==> config.mk <==
export PLATFORM = sky130hd
export DESIGN_NAME = pipelined_carry_select_subtractor
export DESIGN_NICKNAME = d
export VERILOG_FILES = /design/src/rtl/carry_select_cell.sv /design/src/rtl/pipe_valid_reg.sv /design/src/rtl/ripple_carry_adder.sv /design/src/rtl/pipelined_carry_select_subtractor.sv
export SDC_FILE = /design/constraint.sdc
export NUM_CORES = 1
export LEC_CHECK = 0
export ABC_AREA = 1
export CORE_UTILIZATION = 50
export DETAILED_ROUTE_END_ITERATION = 7
export PLACE_DENSITY_LB_ADDON = 0.2
export RECOVER_POWER = 25
export SKIP_CTS_REPAIR_TIMING = 1
export SYNTH_ARGS = -nofsm -noshare
export SYNTH_HDL_FRONTEND = slang
export SYNTH_SLANG_ARGS = --single-unit
==> constraint.sdc <==
create_clock -name clk -period 3.8 [get_ports clk]
set_input_delay 0.76 -clock clk [delete_from_list [all_inputs] [get_ports clk]]
set_output_delay 0.76 -clock clk [all_outputs]
set_load 0.01 [all_outputs]
==> src/rtl/carry_select_cell.sv <==
// Carry-select cell: both carry-in hypotheses are precomputed and the real
// carry-in only drives the final mux, keeping it off the ripple path.
module carry_select_cell #(
  parameter int WIDTH = 4
) (
  input  logic [WIDTH-1:0] a,
  input  logic [WIDTH-1:0] b,
  input  logic             cin,
  output logic [WIDTH-1:0] sum,
  output logic             cout
);

  logic [WIDTH-1:0] sum_c0;
  logic [WIDTH-1:0] sum_c1;
  logic             cout_c0;
  logic             cout_c1;

  ripple_carry_adder #(.WIDTH(WIDTH)) u_rca_c0 (
    .a    (a),
    .b    (b),
    .cin  (1'b0),
    .sum  (sum_c0),
    .cout (cout_c0)
  );

  ripple_carry_adder #(.WIDTH(WIDTH)) u_rca_c1 (
    .a    (a),
    .b    (b),
    .cin  (1'b1),
    .sum  (sum_c1),
    .cout (cout_c1)
  );

  assign sum  = cin ? sum_c1  : sum_c0;
  assign cout = cin ? cout_c1 : cout_c0;

endmodule

==> src/rtl/pipe_valid_reg.sv <==
// Pipeline stage register: payload plus valid bit, loaded together on
// load, both cleared asynchronously by rst_n.
module pipe_valid_reg #(
  parameter int WIDTH = 8
) (
  input  logic             clk,
  input  logic             rst_n,
  input  logic             load,
  input  logic             valid_next,
  input  logic [WIDTH-1:0] data_next,
  output logic             valid_reg,
  output logic [WIDTH-1:0] data_reg
);

  // Capture valid and payload together; payload loads even when invalid.
  always_ff @(posedge clk or negedge rst_n) begin
    if (!rst_n) begin
      valid_reg <= 1'b0;
      data_reg  <= '0;
    end else if (load) begin
      valid_reg <= valid_next;
      data_reg  <= data_next;
    end
  end

endmodule

==> src/rtl/ripple_carry_adder.sv <==
// Ripple-carry adder: a chain of full-adder cells, LSB first.
module ripple_carry_adder #(
  parameter int WIDTH = 4
) (
  input  logic [WIDTH-1:0] a,
  input  logic [WIDTH-1:0] b,
  input  logic             cin,
  output logic [WIDTH-1:0] sum,
  output logic             cout
);

  logic [WIDTH:0] carry;

  assign carry[0] = cin;

  for (genvar gi = 0; gi < WIDTH; gi++) begin : g_fa
    assign sum[gi]     = a[gi] ^ b[gi] ^ carry[gi];
    assign carry[gi+1] = (a[gi] & b[gi]) | (carry[gi] & (a[gi] ^ b[gi]));
  end

  assign cout = carry[WIDTH];

endmodule

==> src/rtl/pipelined_carry_select_subtractor.sv <==
// Two-stage subtractor diff = a - b - borrow_in, computed as a + ~b + ~borrow_in.
// Stage 1 ripples the low half; stage 2 finishes the high half with a
// carry-select cell driven by the registered low-half carry.
module pipelined_carry_select_subtractor #(
  parameter int WIDTH = 8
) (
  input  logic             clk,
  input  logic             rst_n,
  input  logic             in_valid,
  output logic             in_ready,
  input  logic [WIDTH-1:0] a,
  input  logic [WIDTH-1:0] b,
  input  logic             borrow_in,
  output logic             out_valid,
  input  logic             out_ready,
  output logic [WIDTH-1:0] diff,
  output logic             borrow_out,
  output logic             overflow
);

  localparam int HALF = WIDTH / 2;
  // Stage 1 payload: low diff, low carry, a_hi, ~b_hi, a msb, b msb.
  localparam int S1_W = 3 * HALF + 3;
  // Stage 2 payload: diff, borrow_out, overflow.
  localparam int S2_W = WIDTH + 2;

  if ((WIDTH < 2) || ((WIDTH % 2) != 0)) begin : g_width_check
    $error("pipelined_carry_select_subtractor: WIDTH must be even and >= 2");
  end

  // Handshake: a stage may load when it is empty or its content moves on.
  logic s1_valid;
  logic s2_ready;

  assign s2_ready = !out_valid || out_ready;
  assign in_ready = !s1_valid || s2_ready;

  // Stage 1: low half via ripple chain on inverted subtrahend.
  logic [HALF-1:0] lo_diff;
  logic            lo_carry;
  logic [HALF-1:0] b_lo_inv;
  logic [S1_W-1:0] s1_next;
  logic [S1_W-1:0] s1_reg;

  assign b_lo_inv = ~b[HALF-1:0];

  ripple_carry_adder #(.WIDTH(HALF)) u_lo (
    .a    (a[HALF-1:0]),
    .b    (b_lo_inv),
    .cin  (~borrow_in),
    .sum  (lo_diff),
    .cout (lo_carry)
  );

  assign s1_next = {lo_diff, lo_carry, a[WIDTH-1:HALF], ~b[WIDTH-1:HALF],
                    a[WIDTH-1], b[WIDTH-1]};

  pipe_valid_reg #(.WIDTH(S1_W)) u_s1 (
    .clk        (clk),
    .rst_n      (rst_n),
    .load       (in_ready),
    .valid_next (in_valid),
    .data_next  (s1_next),
    .valid_reg  (s1_valid),
    .data_reg   (s1_reg)
  );

  logic [HALF-1:0] s1_lo_diff;
  logic            s1_lo_carry;
  logic [HALF-1:0] s1_a_hi;
  logic [HALF-1:0] s1_nb_hi;
  logic            s1_a_msb;
  logic            s1_b_msb;

  assign {s1_lo_diff, s1_lo_carry, s1_a_hi, s1_nb_hi, s1_a_msb, s1_b_msb} = s1_reg;

  // Stage 2: high half via carry-select, selected by the registered low carry.
  logic [HALF-1:0] hi_diff;
  logic            hi_carry;
  logic            borrow_next;
  logic            overflow_next;
  logic [S2_W-1:0] s2_next;
  logic [S2_W-1:0] s2_reg;

  carry_select_cell #(.WIDTH(HALF)) u_hi (
    .a    (s1_a_hi),
    .b    (s1_nb_hi),
    .cin  (s1_lo_carry),
    .sum  (hi_diff),
    .cout (hi_carry)
  );

  // No carry out of the MSB means the subtraction borrowed.
  assign borrow_next   = ~hi_carry;
  // Signed overflow: operand signs differ and the result sign left a's sign.
  assign overflow_next = (s1_a_msb != s1_b_msb) && (hi_diff[HALF-1] != s1_a_msb);
  assign s2_next       = {hi_diff, s1_lo_diff, borrow_next, overflow_next};

  pipe_valid_reg #(.WIDTH(S2_W)) u_s2 (
    .clk        (clk),
    .rst_n      (rst_n),
    .load       (s2_ready),
    .valid_next (s1_valid),
    .data_next  (s2_next),
    .valid_reg  (out_valid),
    .data_reg   (s2_reg)
  );

  assign {diff, borrow_out, overflow} = s2_reg;

endmodule

* Word level (Yosys, flattened, before mapping)
Cells that the tools add are included.
** Word-level totals
- Word-level logic and storage cells :: 65
- Flip-flop bits (word level) :: 27
- Input port bits :: 21
- Output and inout port bits :: 12
** Operators by class
- Mux-type cells :: 2
- Bitwise logic cells :: 52
- Reductions and logical operators :: 5
- Eq/ne operators :: 2
** Operators by type and width (number)
- $and 1x1->1 :: 18
- $xor 1x1->1 :: 18
- $or 1x1->1 :: 11
- $not 4->4 :: 2
- $mux 4 :: 1
- $not 1->1 :: 3
- $logic_not 1->1 :: 2
- $logic_or 1x1->1 :: 2
- $ne 1x1->1 :: 2
- $logic_and 1x1->1 :: 1
- $mux 1 :: 1

* Depth between registers and ports, before layout
Gate-level depths: netlist of run 1.
- Word-level depth :: 10
- Mapped depth :: 13
- Mapped depth without buffers :: 13

* Modules after synthesis
From an unflattened synthesis of run 1, not the netlist that was laid out.
** Second synthesis, totals
- Cell total of the unflattened synthesis :: 197
- Area total of the unflattened synthesis :: 1570.3 sq um
** By module, submodules not included
- pipe_valid_reg (u_s1) :: times used 1, cells each 68, seq. area each 400.4 sq um, area an instance 644.4 sq um
- pipe_valid_reg (u_s2) :: times used 1, cells each 47, seq. area each 275.3 sq um, area an instance 421.7 sq um
- ripple_carry_adder :: times used 3, cells each 14, seq. area each 0.0 sq um, area an instance 117.6 sq um
- pipelined_carry_select_subtractor :: times used 1, cells each 22, seq. area each 0.0 sq um, area an instance 83.8 sq um
- carry_select_cell :: times used 1, cells each 18, seq. area each 0.0 sq um, area an instance 67.6 sq um

* Least setup slack after synthesis of run 1
OpenSTA, ideal clock, no wires.
- Path type :: input to register
- Start point :: input port b[0]
- End point :: register u_s1.data_reg[14]
- Stages on the path :: 9
- Buffers on the path :: 0
- Library setup time :: 0.117 ns
- Setup slack :: 1.341 ns
- Data arrival time :: 2.342 ns
- Data required time :: 3.683 ns
- Cell sequence :: inv_1 > fa_1 > fa_1 > inv_1 > fa_1 > inv_1 > fa_1 > nand2_1 > o21ai_2
** Between the ends
- Longest elaborated chain between the ends :: 9
- Elaborated cells on any way between the ends :: 10
- Classes of those cells :: bitwise (10)
** Ends and longest elaborated chain
- start, declared :: line pipelined_carry_select_subtractor.sv:12 : input logic [WIDTH-1:0] b,
- $not 4->4 * :: line pipelined_carry_select_subtractor.sv:45 : assign b_lo_inv = ~b[HALF-1:0];
- $xor 1x1->1 :: line ripple_carry_adder.sv:18 : assign carry[gi+1] = (a[gi] & b[gi]) | (carry[gi] & (a[gi] ^ b[gi]));
- $and 1x1->1 :: line ripple_carry_adder.sv:18
- $or 1x1->1 * :: line ripple_carry_adder.sv:18
- $and 1x1->1 * :: line ripple_carry_adder.sv:18
- $or 1x1->1 * :: line ripple_carry_adder.sv:18
- $and 1x1->1 * :: line ripple_carry_adder.sv:18
- $or 1x1->1 * :: line ripple_carry_adder.sv:18
- $xor 1x1->1 * :: line ripple_carry_adder.sv:17 : assign sum[gi] = a[gi] ^ b[gi] ^ carry[gi];
- net lo_diff[3] :: line pipelined_carry_select_subtractor.sv:39 : logic [HALF-1:0] lo_diff;
- end signal, assigned :: line pipe_valid_reg.sv:22 : data_reg <= data_next;
- end, declared :: line pipe_valid_reg.sv:12 : output logic [WIDTH-1:0] data_reg
Mark *: on every way through the listed nets, which the timed path passes. The rest lies on a longest branch.
A chain may end at the register's enable or synchronous reset.

* Worst setup path after layout of run 1
- Start point :: input port out_ready
- End point :: output port in_ready
** Between the ends
- Longest elaborated chain between the ends :: 2
** Ends and longest elaborated chain
- start, declared :: line pipelined_carry_select_subtractor.sv:15 : input logic out_ready,
- $logic_or 1x1->1 :: line pipelined_carry_select_subtractor.sv:35 : assign s2_ready = !out_valid || out_ready;
- $logic_or 1x1->1 :: line pipelined_carry_select_subtractor.sv:36 : assign in_ready = !s1_valid || s2_ready;
- end, declared :: line pipelined_carry_select_subtractor.sv:10 : output logic in_ready,
Every way passes these cells.

==> flow_summary.toml, run 1 <==
[outcome]
status = "complete, no violations"

[worst_hold_path]
hp_class = "reg2reg"
hold_depth = 2
hold_path_startpoint = "u_s2.data_reg[0]"
worstHoldEndpoint = "u_s2.data_reg[0]"

[yosys]
synth-warning-count = 0
post_synth_inst_count = 132
synth_register_bits = 26
netlist_top_cells_area = "dfrtp_1 51%, nand2_1 12%, fa_1 11%"
netlist_top_cells_count = "40 x nand2_1, 26 x dfrtp_1, 26 x inv_1, 9 x o21ai_2"
synth_top_area_share_pct = 50.63
dominantRegCellSynth = "dfrtp_1"
post-synth-top-area-cell = "dfrtp_1"
postSynth.asyncResetShare_pct = 100.0
synthesis.nets = 162
synthesis.area_sq_um = 1285
synthesis.area_per_instance_sq_um = 9.735
synth.most_common_cell = "nand2_1"
yosysUniqueCellTypes = 15
synth_enable_flop_cells = 0
synth-seq-area-share_pct = 50.63

[critical_path]
timing.setup.critical_path_class = "in2out"
worstPathRequired_ns = 3.04
worst_r2r_setup_slack_ns = 1.40
end_kind = "output port"
crit_slowest_cell = "dlygate4sd3_1"
worstReg2RegStart = "u_s1.data_reg[2]"
worstPathCellList = "dlygate4sd3_1, nor2_1, nand2_4, clkdlybuf4s50_1"
timing.critical_path.slowest_cell_delay_ns = 0.54
reg2regPathDepth = 11
crit_arrival_ns = 2.26
worst_setup_path_start_kind = "primary input"
crit_path_max_fanout = 25
rr_endpoint = "u_s2.data_reg[0]"

[power_and_ir_drop]
maximum_vdd_drop_mv = 0.3202
p_leak_nw = 0.8335
pd_cells_nw_per_um2 = 462.6

[sta]
post-route-min-period_ns = 3.024
postLayoutSetupSlackWorst_ns = 0.7763
fin_setup_tns_ns = 0
slew_headroom_pct = 26.73
setup_viol = 0
finClkSkew_ns = 0.01180
finalCritPeriodShare_pct = 79.57
drv_slew = 0
rsz0062_at_grt = "false"
final-hold-violation-count = 0
max_clock_freq_mhz = 330.7
tightest_pin_transition_ns = 1.096

[routing]
detailroute.via_count = 934
drc = 0
wirelength_met1_microns = 972
highest_layer = "met4"
detail_route.wirelength_microns = 2216
met3_wirelength_microns = 84
met2WireLength_microns = 1116
drt_iter0_markers = 14
first_pass_iters = 4
avgViaCountPerCell = 4.790
antenna_violating_nets_post_route = 0
detail_route.wl_per_cell_microns = 11.36

[global_route]
first_global_vias = 908
maximum_number_of_pins_on_one_net_before_global_route_repair = 27
globalRouteTotalUtil_pct = 18.68
antenna_violations_before_repair = 0
gr-total-overflow = 0
grt_pass1_wl_microns = 3808

[die]
floorplan.io_pins = 33
die_w_microns = 52.70
core_region_area_sq_um = 2455
row_count = 18
floorplan.initialDensity_pct = 52.34
die_h_microns = 52.70
die_area_sq_um = 2777

[clocking]
cts_max_level = 1
clockBufferDepth = 2
cts_made_buffers = 3
cts.reportedPaths.clkPinSlew_ns = 0.14
cts.sink_count = 26
clock_tree.root_cell = "clkbuf_4"
clock_insertion_delay_worst_skew_ns = 0.31
tritoncts = "built"

[place]
port_buffers = 32
detailed_place_hpwl_microns = 1671
gp_routability_congestion = 0.7625
detailedPlace.worstSlack_ns = 0.7952
placed_area_sq_um = 1615

[cells_and_area]
final_nets = 196
drive_above_1_share_pct = 4.848
layout-area-overhead-vs-synth_pct = 26.87
finish.utilization_pct = 66.41
largest_register_ffs = 14
antennaDiodeCount = 0
layout.cell_area.non_filler_sq_um = 1630

[flow_run]
drv_cap = 0
-- worst max-delay path, delay by kind of cell --
kind                   cells  cell delay (ns)
and+or+nand+nor            2             0.43
buffers and inverters      2             1.08
-- placed cells by master (no fill, tap or decap) --
cell type,count
nand2_1,40
clkbuf_1,1
nand3_1,7
o21ai_2,2
clkdlybuf4s50_1,31
dlygate4sd3_1,1
clkbuf_4,3
ha_1,2
fa_1,7
dfrtp_1,26
bufinv_16,1
o21ai_0,14
nand2_4,1
nor2_1,1
xor2_1,1
inv_1,26
or2_2,1
-- per-stage QoR --
step           hold WS (ns)   power, W  instances
2_1_floorplan        0.4425  0.0004734        132
3_3_place_gp         0.4619  0.0005753        191
3_5_place_dp         0.4694  0.0005861        191
4_1_cts              0.5038  0.0007708        195
5_1_grt              0.5339  0.0008027        195
6_report             0.4992  0.0007542        195
-- cell type report --
type,count,area [sq um]
Tap cell,30,37.54
Clock inverter,1,30.03
Clock buffer,3,22.52
Timing Repair Buffer,33,324.1
Inverter,26,97.59
Fill cell,211,824.5
Sequential cell,26,650.6
Multi-Input combinational cell,76,467.9
-- metal layers --
layer	GRT usage, %	up-vias
li1	-	460
met1	23.42	443
met2	33.76	25
met3	2.609	6
met4	3.947	0
met5	0	-
-- where the power goes --
| group | internal (W) | leakage [nW] | switching [W] |
|---|---|---|---|
| sequential | 0.000327 | 0.310 | 0.0000292 |
| combinational | 0.000111 | 0.496 | 0.000101 |
| clock | 0.000107 | 0.0279 | 0.0000789 |
| total | 0.000545 | 0.833 | 0.000209 |
-- cell families (layout without fill, tap and decap cells) --
kind of cell / count (synthesis) / count (layout) / share of synthesized area, %
AND/OR/NAND/NOR: 50 / 50 / 16.65
buffers and inverters: 30 / 63 / 10.32
flip-flops: 26 / 26 / 50.63
AO/OA/AOI/OAI: 16 / 16 / 8.861
adder cells (fa/ha/maj): 9 / 9 / 12.85
XOR/XNOR: 1 / 1 / 0.6817
-- how the worst max path moves through the flow --
| stage | start | to | slack, ns | cells after the start |
|---|---|---|---|---|
| finish | out_ready | in_ready | 0.78 | 4 |
| global route | out_ready | in_ready | 0.68 | 4 |
| CTS | out_ready | in_ready | 0.85 | 4 |
| detailed placement | b[0] | u_s1.data_reg[14] | 0.80 | 10 |
| global placement | b[0] | u_s1.data_reg[14] | 0.84 | 10 |
| floorplan | b[0] | u_s1.data_reg[14] | 1.34 | 9 |
Note: power is estimated with default switching activity, not from simulation.
==> run 2: changes to the inputs <==
CORE_UTILIZATION = 43   (was 50)
clock period = 2.5 ns   (was 3.8 ns; I/O delays follow)
==> run 2 against run 1 <==
  * The flow now finishes with violations (design-rule violations)
  * Clock-buffer cell count is the same
  * Global-route usage down 2.1 points
  * Non-clock buffer count increased by 2
  * Power rose by 54%
  * Hold slack worse by 0.0025 ns
  * Via count down 2.1%
  * Core utilization is 6.4 points lower
  * Largest cell class unchanged
  * Critical path depth increased by 6
  * Clock power up 54%
  * Highest routed layer unchanged
  * Die area grew 16%
  * Sequential cell count stayed put
  * Register-to-register slack got worse by 1.2 ns
==> flow_summary.toml, run 2 (synthesized netlist as in run 1, its figures left out) <==
[outcome]
status = "finished, violations left"
violations = "design-rule violations"

[critical_path]
crit_path_max_fanout = 1
worst_setup_startpoint = "b[0]"
worstPathCellList = "clkdlybuf4s50_1, inv_1, fa_1, fa_1, inv_1, fa_1, inv_1, fa_1, nand2_1, o21ai_2"
crit_arrival_ns = 2.60
critical_path_depth = 10
critPathTopFamily = "adder cells"
worstPathRequired_ns = 2.71
timing.setup.critical_path_class = "in2reg"
worstReg2RegStart = "u_s1.data_reg[2]"
end_kind = "flop"
crit_slowest_cell = "clkdlybuf4s50_1"
critical_path.endpoint = "u_s1.data_reg[14]"
cpMostUsedCell = "fa_1"
timing.critical_path.slowest_cell_delay_ns = 0.45
critical_path.n_buffers_inverters = 4
rr_endpoint = "u_s2.data_reg[0]"
reg2regPathDepth = 13
worst_r2r_setup_slack_ns = 0.24
worst_setup_path_start_kind = "primary input"

[routing]
antenna_violating_nets_post_route = 0
detail_route.wirelength_microns = 2235
drc = 5
avgViaCountPerCell = 4.616
detail_route.wl_per_cell_microns = 11.29
detailroute.via_count = 914
first_pass_iters = 5
drt_iter0_markers = 25

[global_route]
antenna_violations_before_repair = 0
globalRouteTotalUtil_pct = 16.54
maximum_number_of_pins_on_one_net_before_global_route_repair = 27
grt_pass1_wl_microns = 4098
first_global_vias = 946
gr-total-overflow = 0

[sta]
max_clock_freq_mhz = 417.5
final-hold-violation-count = 0
tightest_pin_transition_ns = 1.355
drv_slew = 0
rsz0062_at_grt = "false"
post-route-min-period_ns = 2.395
fin_setup_tns_ns = 0
finClkSkew_ns = 0.01850
slew_headroom_pct = 9.658
setup_viol = 0
finalCritPeriodShare_pct = 95.82

[cells_and_area]
final-instance-count-excl-fill = 198
final_nets = 198
mostFrequentLayoutCell = "nand2_1"
drive_above_1_share_pct = 11.38
layout_common_cells = "40 x nand2_1, 31 x clkdlybuf4s50_1, 26 x inv_1, 26 x dfrtp_1, 9 x o21ai_2"
antennaDiodeCount = 0
num-fill-cells = 261
finish.utilization_pct = 59.99
largest_register_ffs = 14
layout-area-overhead-vs-synth_pct = 30.96

[die]
floorplan.initialDensity_pct = 45.81
core_region_area_sq_um = 2805
floorplan.io_pins = 33
die_h_microns = 56.67
die_w_microns = 56.67
die_area_sq_um = 3211
row_count = 19

[power_and_ir_drop]
power_switching_w = 0.0003264
combPwrFrac_pct = 28.8
clockPowerShare_pct = 24.5
power.internal_w = 0.0008359
p_leak_nw = 0.8521
p_sw_share_pct = 28.08
seqPwrFrac_pct = 46.7
maximum_vdd_drop_mv = 0.3459
pd_cells_nw_per_um2 = 690.7

[clocking]
cts.sink_count = 26
clock_tree.root_cell = "clkbuf_4"
clockBufferDepth = 2
tritoncts = "built"
clock_insertion_delay_worst_skew_ns = 0.32
cts_max_level = 1
cts.reportedPaths.clkPinSlew_ns = 0.15
cts_made_buffers = 3

[place]
placed_cells_incl_taps = 194
gp_routability_congestion = 0.7617
port_buffers = 32
detailed_place_hpwl_microns = 1703

[flow_run]
drv_cap = 0

[worst_hold_path]
hold_depth = 2
hp_class = "reg2reg"
run 2: routing by layer:
metal	GRT usage (%)	routed length (microns)	share of wire [%]	vias to the layer above
met4	4.286	8	0.36	0
met5	0	0	0	-
met1	21.68	1055	47	431
met2	28.91	1081	48	19
met3	2.074	90	4.0	2
li1	-	-	-	462
run 2: area by class of cell:
| type | instances | area (sq um) | area share [%] |
|---|---|---|---|
| clock inverter | 1 | 30.03 | 1.784 |
| multi-input combinational | 76 | 504.2 | 29.96 |
| inverter | 26 | 97.59 | 5.799 |
| tap | 31 | 38.79 | 2.305 |
| clock buffer | 3 | 22.52 | 1.338 |
| timing repair buffer | 35 | 339.1 | 20.15 |
| sequential | 26 | 650.6 | 38.66 |
run 2: worst min-delay path by stage:
| stage | from | endpoint | slack (ns) |
|---|---|---|---|
| 2_1_floorplan | rst_n | u_s1.data_reg[0] | 0.20 |
| 3_3_place_gp | u_s2.data_reg[3] | u_s2.data_reg[3] | 0.47 |
| 3_5_place_dp | u_s2.data_reg[6] | u_s2.data_reg[6] | 0.47 |
| 4_1_cts | u_s2.data_reg[6] | u_s2.data_reg[6] | 0.50 |
| 5_1_grt | u_s2.data_reg[6] | u_s2.data_reg[6] | 0.54 |
| 6_report | u_s2.data_reg[6] | u_s2.data_reg[6] | 0.50 |
run 2: per-stage QoR:
stage,setup slack [ns],instance area (sq um),hold slack [ns],total power [W]
after floorplan,0.3009,1285,0.2044,0.0007196
after global placement,-0.2012,1632,0.4651,0.0008806
after detailed placement,-0.2390,1632,0.4670,0.0008925
after CTS,0.1078,1684,0.5016,0.001179
after global routing,0.005557,1683,0.5367,0.001249
final,0.1046,1683,0.4967,0.001162
run 2: worst register-to-register path, cell delays in order, from the launching register on:
cell     delay, ns
dfrtp_1       0.42
inv_1         0.10
ha_1          0.15
nand2_1       0.04
o21ai_1       0.10
fa_1          0.19
inv_1         0.06
fa_2          0.35
fa_1          0.50
inv_1         0.05
nand3_1       0.07
nand2_1       0.05
nand2_1       0.05
nand2_1       0.05
run 2: power groups by stage:
stage | sequential [W] | combinational [W] | clock (W)
6_report | 0.000542 | 0.000335 | 0.000285
5_1_grt | 0.000554 | 0.000384 | 0.000310
4_1_cts | 0.000543 | 0.000342 | 0.000294
3_5_place_dp | 0.000552 | 0.000341 | 0
3_3_place_gp | 0.000547 | 0.000333 | 0
2_1_floorplan | 0.000567 | 0.000153 | 0
==> run 3: changes to the inputs <==
ABC_AREA = unset   (was 1)
CORE_ASPECT_RATIO = 1.25   (was unset)
==> run 3 against run 2 <==
  * The run ends with negative setup slack left
  * Design area up 0.59%
  * Synthesized cell count down 33%
  * Sequential power is 3% higher
  * Critical path depth stayed put
  * Largest power group unchanged
  * Via count shrank 15%
  * First-iteration DRC count fell by 68%
==> flow_summary.toml, run 3 <==
[cells_and_area]
layout_common_cells = "28 x clkdlybuf4s50_1, 26 x dfrtp_1, 12 x inv_1"
final_nets = 158
drive_above_1_share_pct = 23.62
num-fill-cells = 223
antennaDiodeCount = 0
largest_register_ffs = 14
layout.cell_area.non_filler_sq_um = 1693
mostFrequentLayoutCell = "clkdlybuf4s50_1"
layout-area-overhead-vs-synth_pct = 35.84
finish.utilization_pct = 62.55

[global_route]
grt_use_met2_pct = 27.33
first_global_vias = 881
busiest_layer = "met2"
globalRouteTotalUtil_pct = 16.85
maximum_number_of_pins_on_one_net_before_global_route_repair = 27
antenna_violations_before_repair = 0
met1_usage_pct = 22.42
gr-total-overflow = 0
grt_pass1_wl_microns = 3953
global_route.usage.met3_pct = 3.186

[critical_path]
worst_r2r_setup_slack_ns = -0.09
crit_slowest_cell = "fa_1"
critical_path.n_buffers_inverters = 3
critPathTopFamily = "adder cells"
reg2regPathDepth = 10
end_kind = "flop"
crit_path_max_fanout = 2
timing.critical_path.slowest_cell_delay_ns = 0.49
rr_endpoint = "u_s2.data_reg[0]"
worst_setup_path_start_kind = "flop"
worstReg2RegStart = "u_s1.data_reg[2]"
worstPathCellList = "inv_2, ha_1, inv_1, mux2i_2, fa_2, inv_1, fa_2, fa_1, or3b_4, a31oi_1"
worstPathRequired_ns = 2.74
critical_path_depth = 10
crit_arrival_ns = 2.83
timing.setup.critical_path_class = "reg2reg"

[routing]
first_pass_iters = 4
drt_iter0_markers = 8
avgViaCountPerCell = 4.820
drc = 0
detailroute.via_count = 776
detail_route.wirelength_microns = 2174
detail_route.wl_per_cell_microns = 13.50
antenna_violating_nets_post_route = 0

[clocking]
clock_insertion_delay_worst_skew_ns = 0.31
clockBufferDepth = 2
cts_max_level = 1
cts.sink_count = 26
cts.reportedPaths.clkPinSlew_ns = 0.14
clock_tree.root_cell = "clkbuf_4"
tritoncts = "built"
cts_made_buffers = 3

[die]
die_h_microns = 62.19
die_w_microns = 50.15
floorplan.io_pins = 33
die_area_sq_um = 3119
row_count = 21
core_region_area_sq_um = 2706
floorplan.initialDensity_pct = 46.05

[place]
detailedPlace.worstSlack_ns = -0.3716
gp_routability_congestion = 0.6720
placed_area_sq_um = 1630
port_buffers = 32
detailed_place_hpwl_microns = 1637

[outcome]
status = "finished, violations left"
violations = "negative setup slack"

[sta]
slew_headroom_pct = 8.626
hold_ws_ns = 0.5049
final-hold-violation-count = 0
finalCritPeriodShare_pct = 103.6
post-route-min-period_ns = 2.589
postLayoutSetupSlackWorst_ns = -0.08918
setup_viol = 2
finClkSkew_ns = 0.008600
drv_slew = 0
rsz0062_at_grt = "true"
tightest_pin_transition_ns = 1.371
max_clock_freq_mhz = 386.2

[yosys]
synthesis.nets = 118
synthesis.area_sq_um = 1246
synth.most_common_cell = "dfrtp_1"
synth_top_area_share_pct = 52.21
synthesis.area_per_instance_sq_um = 14.16
synth-warning-count = 0
post-synth-top-area-cell = "dfrtp_1"
yosysUniqueCellTypes = 18
post_synth_inst_count = 88
synth-seq-area-share_pct = 52.21
netlist_top_cells_area = "dfrtp_1 52%, fa_1 11%, mux2_2 6.3%"
synth_register_bits = 26
postSynth.asyncResetShare_pct = 100.0
netlist_top_cells_count = "26 x dfrtp_1, 16 x inv_1, 7 x fa_1, 7 x mux2_2"
dominantRegCellSynth = "dfrtp_1"
synth_enable_flop_cells = 0

[worst_hold_path]
hp_class = "reg2reg"
hold_path_startpoint = "u_s1.data_reg[7]"
hold_depth = 1
worstHoldEndpoint = "u_s1.data_reg[7]"

[flow_run]
drv_cap = 0

[power_and_ir_drop]
p_leak_nw = 0.8038
pd_cells_nw_per_um2 = 672.8
maximum_vdd_drop_mv = 0.5274
-- run 3: cell types whose count changed after synthesis, sizes merged, moves of 2 or more --
cell,previous run,this run
nand3b,0,2
nor3b,0,3
a21oi,0,2
inv,26,16
nand2b,0,3
nand2,41,0
o21ai,16,0
nand3,7,0
buf,4,2
mux2,0,16
mux2i,0,6
-- run 3: area by class of cell --
| cell class | count | area [sq um] | share of cell area [%] |
|---|---|---|---|
| clock buffer | 4 | 36.28 | 2.143 |
| multi-input combinational | 44 | 541.8 | 32.00 |
| sequential | 26 | 650.6 | 38.43 |
| timing repair buffer | 37 | 361.6 | 21.36 |
| inverter | 16 | 60.06 | 3.548 |
| tap | 34 | 42.54 | 2.513 |
-- run 3: per-stage QoR --
| step | cells | setup TNS [ns] | power (W) |
|---|---|---|---|
| 6_report | 161 | -0.09667 | 0.001139 |
| 5_1_grt | 161 | -0.3405 | 0.001219 |
| 4_1_cts | 161 | -0.2031 | 0.001143 |
| 3_5_place_dp | 157 | -0.8225 | 0.0009366 |
| 3_3_place_gp | 157 | -0.6469 | 0.0009159 |
| 2_1_floorplan | 88 | 0 | 0.0007266 |
-- run 3: routing by layer --
layer	vias to the layer above	routed length (microns)
met5	-	0
met4	0	23
met3	2	103
met2	26	1115
met1	388	931
li1	360	-
-- run 3: cells by family (layout without fill, tap and decap cells) --
group,Yosys count,after routing,share of synthesized area [%]
adders and majority gates,9,9,13.25
muxes,22,22,20.18
DFF,26,26,52.21
buffers and inverters,18,57,6.124
xor gates and xnor gates,1,1,0.7029
and+or+nand+nor,9,9,6.225
AOI/OAI and AO/OA,3,3,1.306
-- run 3: where the power goes --
| group | internal, W | switching (W) | total (W) |
|---|---|---|---|
| combinational | 0.000233 | 0.000141 | 0.000374 |
| sequential | 0.000507 | 0.0000536 | 0.000560 |
| clock | 0.0000888 | 0.000116 | 0.000205 |
| total | 0.000828 | 0.000311 | 0.00114 |
-- run 3: how the worst max path moves through the flow --
| stage | from | to | slack, ns |
|---|---|---|---|
| after floorplan | u_s1.data_reg[2] | u_s2.data_reg[0] | 0.05 |
| after global placement | b[0] | u_s1.data_reg[14] | -0.32 |
| after detailed placement | b[0] | u_s1.data_reg[14] | -0.37 |
| after CTS | u_s1.data_reg[2] | u_s2.data_reg[0] | -0.17 |
| after global routing | u_s1.data_reg[6] | u_s2.data_reg[0] | -0.22 |
| final | u_s1.data_reg[2] | u_s2.data_reg[0] | -0.09 |
-- run 3: worst reg2reg max path, cell delays in order, from the launching register on --
cell     delay [ns]
dfrtp_1        0.42
inv_2          0.06
ha_1           0.13
inv_1          0.04
mux2i_2        0.18
fa_2           0.22
inv_1          0.05
fa_2           0.37
fa_1           0.49
or3b_4         0.38
a31oi_1        0.17
